<file path="config.mk">
export PLATFORM = sky130hd
export DESIGN_NAME = lsu_adr_buffer
export DESIGN_NICKNAME = d
export VERILOG_FILES = /design/src/rtl/lsu_pkg.sv /design/src/rtl/lsu_adr_incr.sv /design/src/rtl/lsu_adr_buffer.sv
export SDC_FILE = /design/constraint.sdc
export NUM_CORES = 1
export LEC_CHECK = 0
export ABC_AREA = 1
export CORE_MARGIN = 10
export CORE_UTILIZATION = 63
export CTS_BUF_LIST = sky130_fd_sc_hd__clkbuf_2 sky130_fd_sc_hd__clkbuf_4 sky130_fd_sc_hd__clkbuf_8
export DETAILED_ROUTE_END_ITERATION = 10
export PLACE_DENSITY = 0.95
export SYNTH_ARGS = -nofsm -noshare
export SYNTH_HDL_FRONTEND = slang
export SYNTH_HIERARCHICAL = 1
export SYNTH_SLANG_ARGS = --single-unit
</file>
<file path="constraint.sdc">
create_clock -name clk -period 5.35 [get_ports clk]
set_clock_uncertainty 0.1 [all_clocks]
set_input_delay 1.07 -clock clk [delete_from_list [all_inputs] [get_ports clk]]
set_output_delay 1.07 -clock clk [all_outputs]
set_load 0.01 [all_outputs]
</file>
<file path="src/rtl/lsu_pkg.sv">
// Shared encodings for the LSU address staging buffer: issue ops,
// source select values and the slot indices reserved by the core.
package lsu_pkg;

   // Operation applied to the issued address; 2'b11 behaves as pass
   typedef enum logic [1:0] {
      LSU_OP_PASS  = 2'b00,
      LSU_OP_INC   = 2'b01,
      LSU_OP_INCPG = 2'b10,
      LSU_OP_RSVD  = 2'b11
   } lsu_op_e;

   // Where the issued address comes from
   typedef enum logic {
      LSU_SRC_BUF = 1'b0,
      LSU_SRC_ALU = 1'b1
   } lsu_src_e;

   // Slots with a fixed meaning to the scheduler
   localparam int LSU_SLOT_VEC = 0;   // interrupt vector (t16)
   localparam int LSU_SLOT_RMW = 1;   // original address of a read-modify-write
   localparam int LSU_SLOT_PTR = 2;   // indirect pointer

endpackage

</file>
<file path="src/rtl/lsu_adr_incr.sv">
// Combinational address modifier: pass, full-width increment, or
// increment of the low byte only so the page (upper bits) never changes.
module lsu_adr_incr
   import lsu_pkg::*;
#(
   parameter int ADR_W = 16
) (
   input  logic [ADR_W-1:0] i_adr,
   input  logic [1:0]       i_op,
   output logic [ADR_W-1:0] o_adr
);

   logic [7:0] w_low_inc;

   // Page-local increment of the low byte; the carry out is simply dropped
   always_comb begin
      w_low_inc = i_adr[7:0] + 8'd1;
   end

   // Select the result for the requested op; unknown/reserved codes pass through
   always_comb begin
      o_adr = i_adr;
      case (i_op)
         LSU_OP_INC:   o_adr = i_adr + ADR_W'(1);
         LSU_OP_INCPG: o_adr = {i_adr[ADR_W-1:8], w_low_inc};
         default:      o_adr = i_adr;
      endcase
   end

endmodule

</file>
<file path="src/rtl/lsu_adr_buffer.sv">
// Address staging buffer between the ALU address path and the LSU.
// Keeps SLOTS saved addresses with valid bits and issues one registered,
// optionally incremented address per cycle, honouring the LSU stall.
// ADR_W must exceed 8 and SLOTS must be a power of two, at least 2.
module lsu_adr_buffer
   import lsu_pkg::*;
#(
   parameter int ADR_W  = 16,
   parameter int SLOTS  = 4,
   parameter int SLOT_W = $clog2(SLOTS)
) (
   input  logic              clk,
   input  logic              rst,
   input  logic [ADR_W-1:0]  alu_adr,
   input  logic              sched_rd_en,
   input  logic              sched_rd_src,
   input  logic [SLOT_W-1:0] sched_rd_slot,
   input  logic [1:0]        sched_rd_op,
   input  logic              sched_wr,
   input  logic [SLOT_W-1:0] sched_wr_slot,
   input  logic              sched_clr,
   input  logic              lsu_stall,
   output logic [ADR_W-1:0]  lsu_adr,
   output logic              lsu_valid,
   output logic              lsu_err,
   output logic [SLOTS-1:0]  slot_valid
);

   logic [ADR_W-1:0] r_slot [SLOTS];
   logic [SLOTS-1:0] r_slot_valid;
   logic [ADR_W-1:0] r_lsu_adr;
   logic             r_lsu_valid;
   logic             r_lsu_err;

   logic             w_fwd;
   logic             w_issue;
   logic             w_err;
   logic [ADR_W-1:0] w_src;
   logic [ADR_W-1:0] w_op_adr;
   logic [SLOTS-1:0] w_slot_valid_nxt;

   // Pick the source address; a same-cycle write to the read slot is
   // forwarded so the reader sees the value being written (write-first)
   always_comb begin
      w_fwd   = sched_wr && (sched_rd_src == LSU_SRC_BUF) && (sched_wr_slot == sched_rd_slot);
      w_src   = r_slot[sched_rd_slot];
      if ((sched_rd_src == LSU_SRC_ALU) || w_fwd) begin
         w_src = alu_adr;
      end
      w_issue = sched_rd_en && !lsu_stall;
      w_err   = w_issue && (sched_rd_src == LSU_SRC_BUF) && !w_fwd && !r_slot_valid[sched_rd_slot];
   end

   lsu_adr_incr #(
      .ADR_W (ADR_W)
   ) u_incr (
      .i_adr (w_src),
      .i_op  (sched_rd_op),
      .o_adr (w_op_adr)
   );

   // Next slot-valid vector: clear first, then a write sets its bit so write wins
   always_comb begin
      w_slot_valid_nxt = r_slot_valid;
      if (sched_clr) begin
         w_slot_valid_nxt = '0;
      end
      if (sched_wr) begin
         w_slot_valid_nxt[sched_wr_slot] = 1'b1;
      end
   end

   // Slot storage has no reset; its contents only matter once the valid bit is set
   always_ff @(posedge clk) begin
      if (sched_wr) begin
         r_slot[sched_wr_slot] <= alu_adr;
      end
   end

   // Valid bits, cleared by reset, independent of the LSU stall
   always_ff @(posedge clk) begin
      if (rst) begin
         r_slot_valid <= '0;
      end else begin
         r_slot_valid <= w_slot_valid_nxt;
      end
   end

   // Issue register: frozen while stalled, otherwise loads a new address or goes idle
   always_ff @(posedge clk) begin
      if (rst) begin
         r_lsu_adr   <= '0;
         r_lsu_valid <= 1'b0;
         r_lsu_err   <= 1'b0;
      end else begin
         r_lsu_err <= w_err;
         if (!lsu_stall) begin
            r_lsu_valid <= sched_rd_en;
            if (sched_rd_en) begin
               r_lsu_adr <= w_op_adr;
            end
         end
      end
   end

   assign lsu_adr    = r_lsu_adr;
   assign lsu_valid  = r_lsu_valid;
   assign lsu_err    = r_lsu_err;
   assign slot_valid = r_slot_valid;

endmodule

</file>
# Word-level counts from Yosys, hierarchy flattened
# Memories as Yosys holds them, arrays and structs flattened.
# Cells that the tools add are included.
[totals]
reg_bits = 22
ram_bits = 64
in_bits = 29
output_inout_bits = 22
word_cells = 38
memories = 1
[classes]
add_sub_neg = 2
order_cmp = 3
eq_ne = 3
muxes = 10
bitwise = 3
n_reduce_logical = 12
[memory_table]
columns = ["name", "depth", "width", "rd", "rd_clocked_by_memory_dff", "write_ports", "line_no", "source"]
rows = [
  ["r_slot", 4, 16, 1, 0, 1, "lsu_adr_buffer.sv:29", "logic [ADR_W-1:0] r_slot [SLOTS];"],
]
[op_table]
columns = ["operator", "count"]
rows = [
  ["$pmux W16 S2", 1],
  ["$add A16 B1 Y16 const B", 1],
  ["$mux W16", 1],
  ["$add A8 B1 Y8 const B", 1],
  ["$mux W4", 2],
  ["$logic_and A1 B1 Y1", 7],
  ["$lt A2 B3 Y1 const B", 2],
  ["$mux W1", 4],
  ["$or A4 B4 Y4", 1],
  ["$logic_not A1 Y1", 3],
  ["$bmux W1 S2", 1],
  ["$demux W1 S2", 1],
  ["$eq A2 B1 Y1 const B", 1],
  ["$eq A2 B2 Y1", 1],
  ["$eq A2 B2 Y1 const B", 1],
  ["$ge A2 B1 Y1 const B", 1],
  ["$not A1 Y1", 2],
  ["$reduce_and A2 Y1", 1],
  ["$logic_or A1 B1 Y1", 1],
]

# Depth between registers and ports, before layout
[depth]
ltp_word = 7
depth_mapped = 19
depth_no_buf = 17

# Hierarchy
# The synthesis kept the hierarchy.
[modules_own_cells]
columns = ["mod", "n_inst", "cells_per_inst", "area_each_um2", "seq_area_each_um2"]
rows = [
  ["lsu_adr_buffer", 1, 421, 3783.6, 2362.3],
  ["lsu_adr_incr", 1, 128, 613.1, 0.0],
]

# Worst setup path before layout
# Ideal clock, no wire load.
[synth_path]
path_type = "input-to-reg"
startpoint = "input sched_rd_slot[0]"
endpoint = "register r_lsu_adr[15], in the netlist lsu_adr[15]"
setup_ns = 0.070
arrival_time_ns = 2.630
t_required_ns = 5.180
setup_slack_ns = 2.550
cell_stages = 17
n_path_buf = 2
path_cell_list = "buf_6 > inv_6 > nand2_1 > nand2_2 > nand2_2 > o21bai_4 > buf_6 > nand2_1 > nand2_1 > nand2_2 > nor2_2 > nand2_1 > o21ai_1 > nand3_1 > nand2_1 > nand2_1 > a21oi_1"
[synth_between]
elab_chain_len = 6
elab_cells_between_ends = 7
cone_classes = "add/sub (1); eq/ne (1); mux (2); reduce/logical (2); memory (1)"
[synth_lines]
columns = ["item", "line_no", "source"]
rows = [
  ["start, declared", "lsu_adr_buffer.sv:17", "input logic [SLOT_W-1:0] sched_rd_slot,"],
  ["$eq A2 B2 Y1", "lsu_adr_buffer.sv:45", "w_fwd = sched_wr && (sched_rd_src == LSU_SRC_BUF) && (sched_wr_slot == sched_rd_slot);"],
  ["$logic_and A1 B1 Y1", "lsu_adr_buffer.sv:45", ""],
  ["$logic_or A1 B1 Y1", "lsu_adr_buffer.sv:47", "if ((sched_rd_src == LSU_SRC_ALU) || w_fwd) begin"],
  ["$mux W16 (*)", "lsu_adr_buffer.sv:47", ""],
  ["net w_src[7]", "lsu_adr_buffer.sv:38", "logic [ADR_W-1:0] w_src;"],
  ["$add A16 B1 Y16 (*)", "lsu_adr_incr.sv:24", "LSU_OP_INC: o_adr = i_adr + ADR_W'(1);"],
  ["$pmux W16 S2 (*)", "lsu_adr_incr.sv:23", "case (i_op)"],
  ["net w_op_adr[15]", "lsu_adr_buffer.sv:39", "logic [ADR_W-1:0] w_op_adr;"],
  ["end signal, assigned", "lsu_adr_buffer.sv:100", "r_lsu_adr <= w_op_adr;"],
  ["end, declared", "lsu_adr_buffer.sv:31", "logic [ADR_W-1:0] r_lsu_adr;"],
]
# The timed path passes the listed nets; every way through them passes the cells marked *.
# A chain may end at the register's enable or synchronous reset.

# Worst setup path after layout
[layout_path]
startpoint = "input sched_rd_slot[1]"
endpoint = "register r_lsu_adr[4], in the netlist lsu_adr[4]"
[layout_between]
elab_chain_len = 6
elab_cells_between_ends = 8
cone_classes = "add/sub (2); eq/ne (1); mux (2); reduce/logical (2); memory (1)"
[layout_lines]
columns = ["item", "line_no"]
rows = [
  ["$eq A2 B2 Y1", "lsu_adr_buffer.sv:45"],
  ["$logic_and A1 B1 Y1", "lsu_adr_buffer.sv:45"],
  ["$logic_or A1 B1 Y1", "lsu_adr_buffer.sv:47"],
  ["$mux W16 (*)", "lsu_adr_buffer.sv:47"],
  ["net w_src[1]", "lsu_adr_buffer.sv:38"],
  ["$add A16 B1 Y16 or $add A8 B1 Y8 (tied branches)", "lsu_adr_incr.sv:24, lsu_adr_incr.sv:17"],
  ["$pmux W16 S2 (*)", "lsu_adr_incr.sv:23"],
  ["net w_op_adr[4]", "lsu_adr_buffer.sv:39"],
]
# Marks and branches as above.

==> impl_metrics.json <==
{
  "ioPinCount": 51,
  "ant_nets": 0,
  "status": "finished clean",
  "p_clk_share_pct": 34.0,
  "min_period_ns": 4.10,
  "worst_pin_slew_ns": 1.02,
  "fin_nets": 628,
  "vias": 3765,
  "mostFrequentLayoutCells": "nand2_1, inv_1, nand3_1, edfxtp_1, clkdlybuf4s50_1",
  "ir_drop_v": 0.000195,
  "synth-compound-area-share_pct": 4.27,
  "cp-start-kind": "input port",
  "synth_area_per_cell_sq_um": 8.01,
  "yosysWarnings": 6,
  "power_frac_comb_pct": 15.1,
  "cts_hold_repair.buffers": 0,
  "rows": 30,
  "numCtsBuffers": 9,
  "cts_buffer_depth": 2,
  "cpPeakStageDelay_ns": 0.99,
  "insertion_delay_ns": 0.36,
  "start_util_pct": 64.7,
  "cp_data_required_time_ns": 5.52,
  "cts_resized": 0,
  "root_buffer": "clkbuf_8",
  "whs_ns": 0.364,
  "cp.arrival_ns": 4.27,
  "drc": 0,
  "slowest_stage": "clkdlybuf4s50_1",
  "switching_share_pct": 25.9,
  "synth_seq_cells": 86,
  "finalSetupViolCount": 0,
  "final_max_slew_viol_count": 0,
  "first_iter_violations": 271,
  "die_w_um": 104,
  "gp_congestion": 0.878,
  "max_cap_viol_count": 0,
  "timing.setup.tns_ns": 0,
  "syn_nets": 581,
  "powerDensity_nw_per_um2": 288,
  "rsz0062_at_grt": "false",
  "multi_input_area_sq_um": 1580,
  "p_sw_mw": 0.387,
  "critPathKind": "input port to register",
  "synth_top_family_by_area": "simple AND/OR/NAND/NOR gates",
  "end_kind": "register",
  "post-dp-hpwl_mm": 7.07,
  "diodes": 0,
  "period_share_pct": 76.6,
  "grt_pass1_wl_mm": 17.7,
  "synth_xor_area_share_pct": 0,
  "power.internal_mw": 1.10,
  "die_h_um": 104,
  "rrSetupSlack_ns": 3.25,
  "seqPwrFrac_pct": 50.9,
  "path_cells": "clkdlybuf4s50_1 -> inv_4 -> nand2_2 -> nand2_2 -> o21bai_4 -> nand2_1 -> nand2_1 -> ha_1 -> nand2_1 -> nor2_1 -> a21oi_1 -> nor3b_1 -> nand2_1 -> a21oi_1",
  "die_area_sq_um": 10700,
  "grt_max_degree": 37,
  "syn_inst": 549,
  "syn_area_sq_um": 4400,
  "cpMostUsedCell": "nand2_1",
  "cts_tree": "done",
  "dr.pass1.iters": 5,
  "seq_area_frac_synth_pct": 53.7,
  "wl_per_cell_um": 14.9,
  "hp-class": "register to register",
  "io_buffers": 50,
  "final_common_cell": "nand2_1",
  "synthMuxAreaShare_pct": 0,
  "area_growth_syn_to_layout_pct": 17.6,
  "wirelength_mm": 10.4,
  "max_freq_mhz": 244,
  "clk_pin_slew_ns": 0.08,
  "numClockSinks": 86,
  "grt_pass1_vias": 3791,
  "vias_per_cell": 5.40,
  "hold_viol_final": 0,
  "grt_antenna_before_repair": 0,
  "relSlewSlack_pct": 32.2,
  "core_sq_um": 6790,
  "synth.distinct_cells": 29,
  "nFillCells": 490,
  "leakagePower_nw": 2.32,
  "grt-ovfl-total": 0,
  "drive_gt1_share_pct": 7.65,
  "synthSimpleGateAreaFrac_pct": 30.6,
  "fin_util_pct": 76.1,
  "finalPower_mw": 1.49,
  "yosys.area_share.adder_pct": 0.854,
  "cts.htree.levels": 3,
  "seq_area_sq_um": 2360,
  "cts_setup_buffers": 0,
  "path_max_fanout": 19,
  "groute.usage.overall_pct": 19.5
}
-- metal layers --
metal / global-route usage [%] / vias to the layer above / wire (um)
met5: 0 / - / 0
met4: 9.48 / 0 / 261
met3: 3.04 / 27 / 672
met2: 34.3 / 182 / 5290
met1: 22.6 / 1732 / 4150
li1: - / 1824 / -
-- area by class of cell --
cell class / count / share of cell area (%)
Sequential cell: 86 / 45.7
Multi-Input combinational cell: 350 / 30.5
Timing Repair Buffer: 53 / 10.1
Inverter: 96 / 7.11
Clock buffer: 11 / 2.69
Tap cell: 96 / 2.32
Clock inverter: 5 / 1.62
-- power by group through the flow --
stage	sequential (mW)	combinational [mW]	clock, mW
2_1_floorplan	0.776	0.140	0
5_1_grt	0.762	0.253	0.541
4_1_cts	0.759	0.222	0.508
3_3_place_gp	0.773	0.212	0
6_report	0.759	0.225	0.506
3_5_place_dp	0.775	0.220	0
-- synthesized netlist by cell type --
cell        n  share of area, %
a21oi_1    25               2.8
buf_1       1             0.085
buf_2      10               1.1
buf_4       1              0.17
buf_6       2              0.51
clkbuf_1    3              0.26
dfxtp_1    22                10
edfxtp_1   64                44
ha_1        3              0.85
inv_1      90               7.7
inv_2       4              0.34
inv_4       1              0.14
inv_6       1              0.20
nand2_1   202                17
nand2_2     9               1.3
nand3_1    67               7.6
nand3_2     1              0.23
nand4_1     4              0.57
nand4_2     1              0.28
nor2_1     20               1.7
nor2_2      5              0.71
nor2_4      2              0.51
nor3_1      1              0.11
nor3b_1     2              0.34
o21ai_0     1              0.11
o21ai_1     2              0.23
o21bai_1    3              0.51
o21bai_4    1              0.43
o22ai_1     1              0.14
-- critical path, delay by kind of cell --
family / cells / cell delay (ns)
fa+ha+maj: 1 / 0.19
buf+inv: 2 / 1.21
compound gates: 3 / 0.66
simple gates: 8 / 1.12
-- final timing paths --
check,endpoint,cells past startpoint,start
worst max-delay path,lsu_adr[4],14,sched_rd_slot[1]
worst min-delay path,lsu_valid,2,lsu_valid
worst max register to register,lsu_adr[4],13,r_slot[3][0]
worst min register to register,lsu_valid,2,lsu_valid
-- logic make-up (layout without fill, tap and decap cells) --
| kind of cell | after synthesis | count (layout) |
|---|---|---|
| AND/OR/NAND/NOR | 314 | 314 |
| buffers and inverters | 113 | 165 |
| flip-flops | 86 | 86 |
| AO/OA/AOI/OAI | 33 | 33 |
| adder cells (fa/ha/maj) | 3 | 3 |
-- metrics by stage --
| stage | cell area (sq um) | worst slack (ns) | std cells |
|---|---|---|---|
| floorplan | 4400 | 2.55 | 549 |
| global placement | 4950 | 1.13 | 681 |
| detailed placement | 4950 | 0.984 | 681 |
| CTS | 5170 | 1.34 | 697 |
| global route | 5170 | 0.947 | 697 |
| finish | 5170 | 1.25 | 697 |
-- registers in the layout, indices dropped and copies added (netlist names) --
signal,count
r_slot,64
lsu_err,1
lsu_adr,16
slot_valid,4
lsu_valid,1
Note: power is estimated with default switching activity, not from simulation.
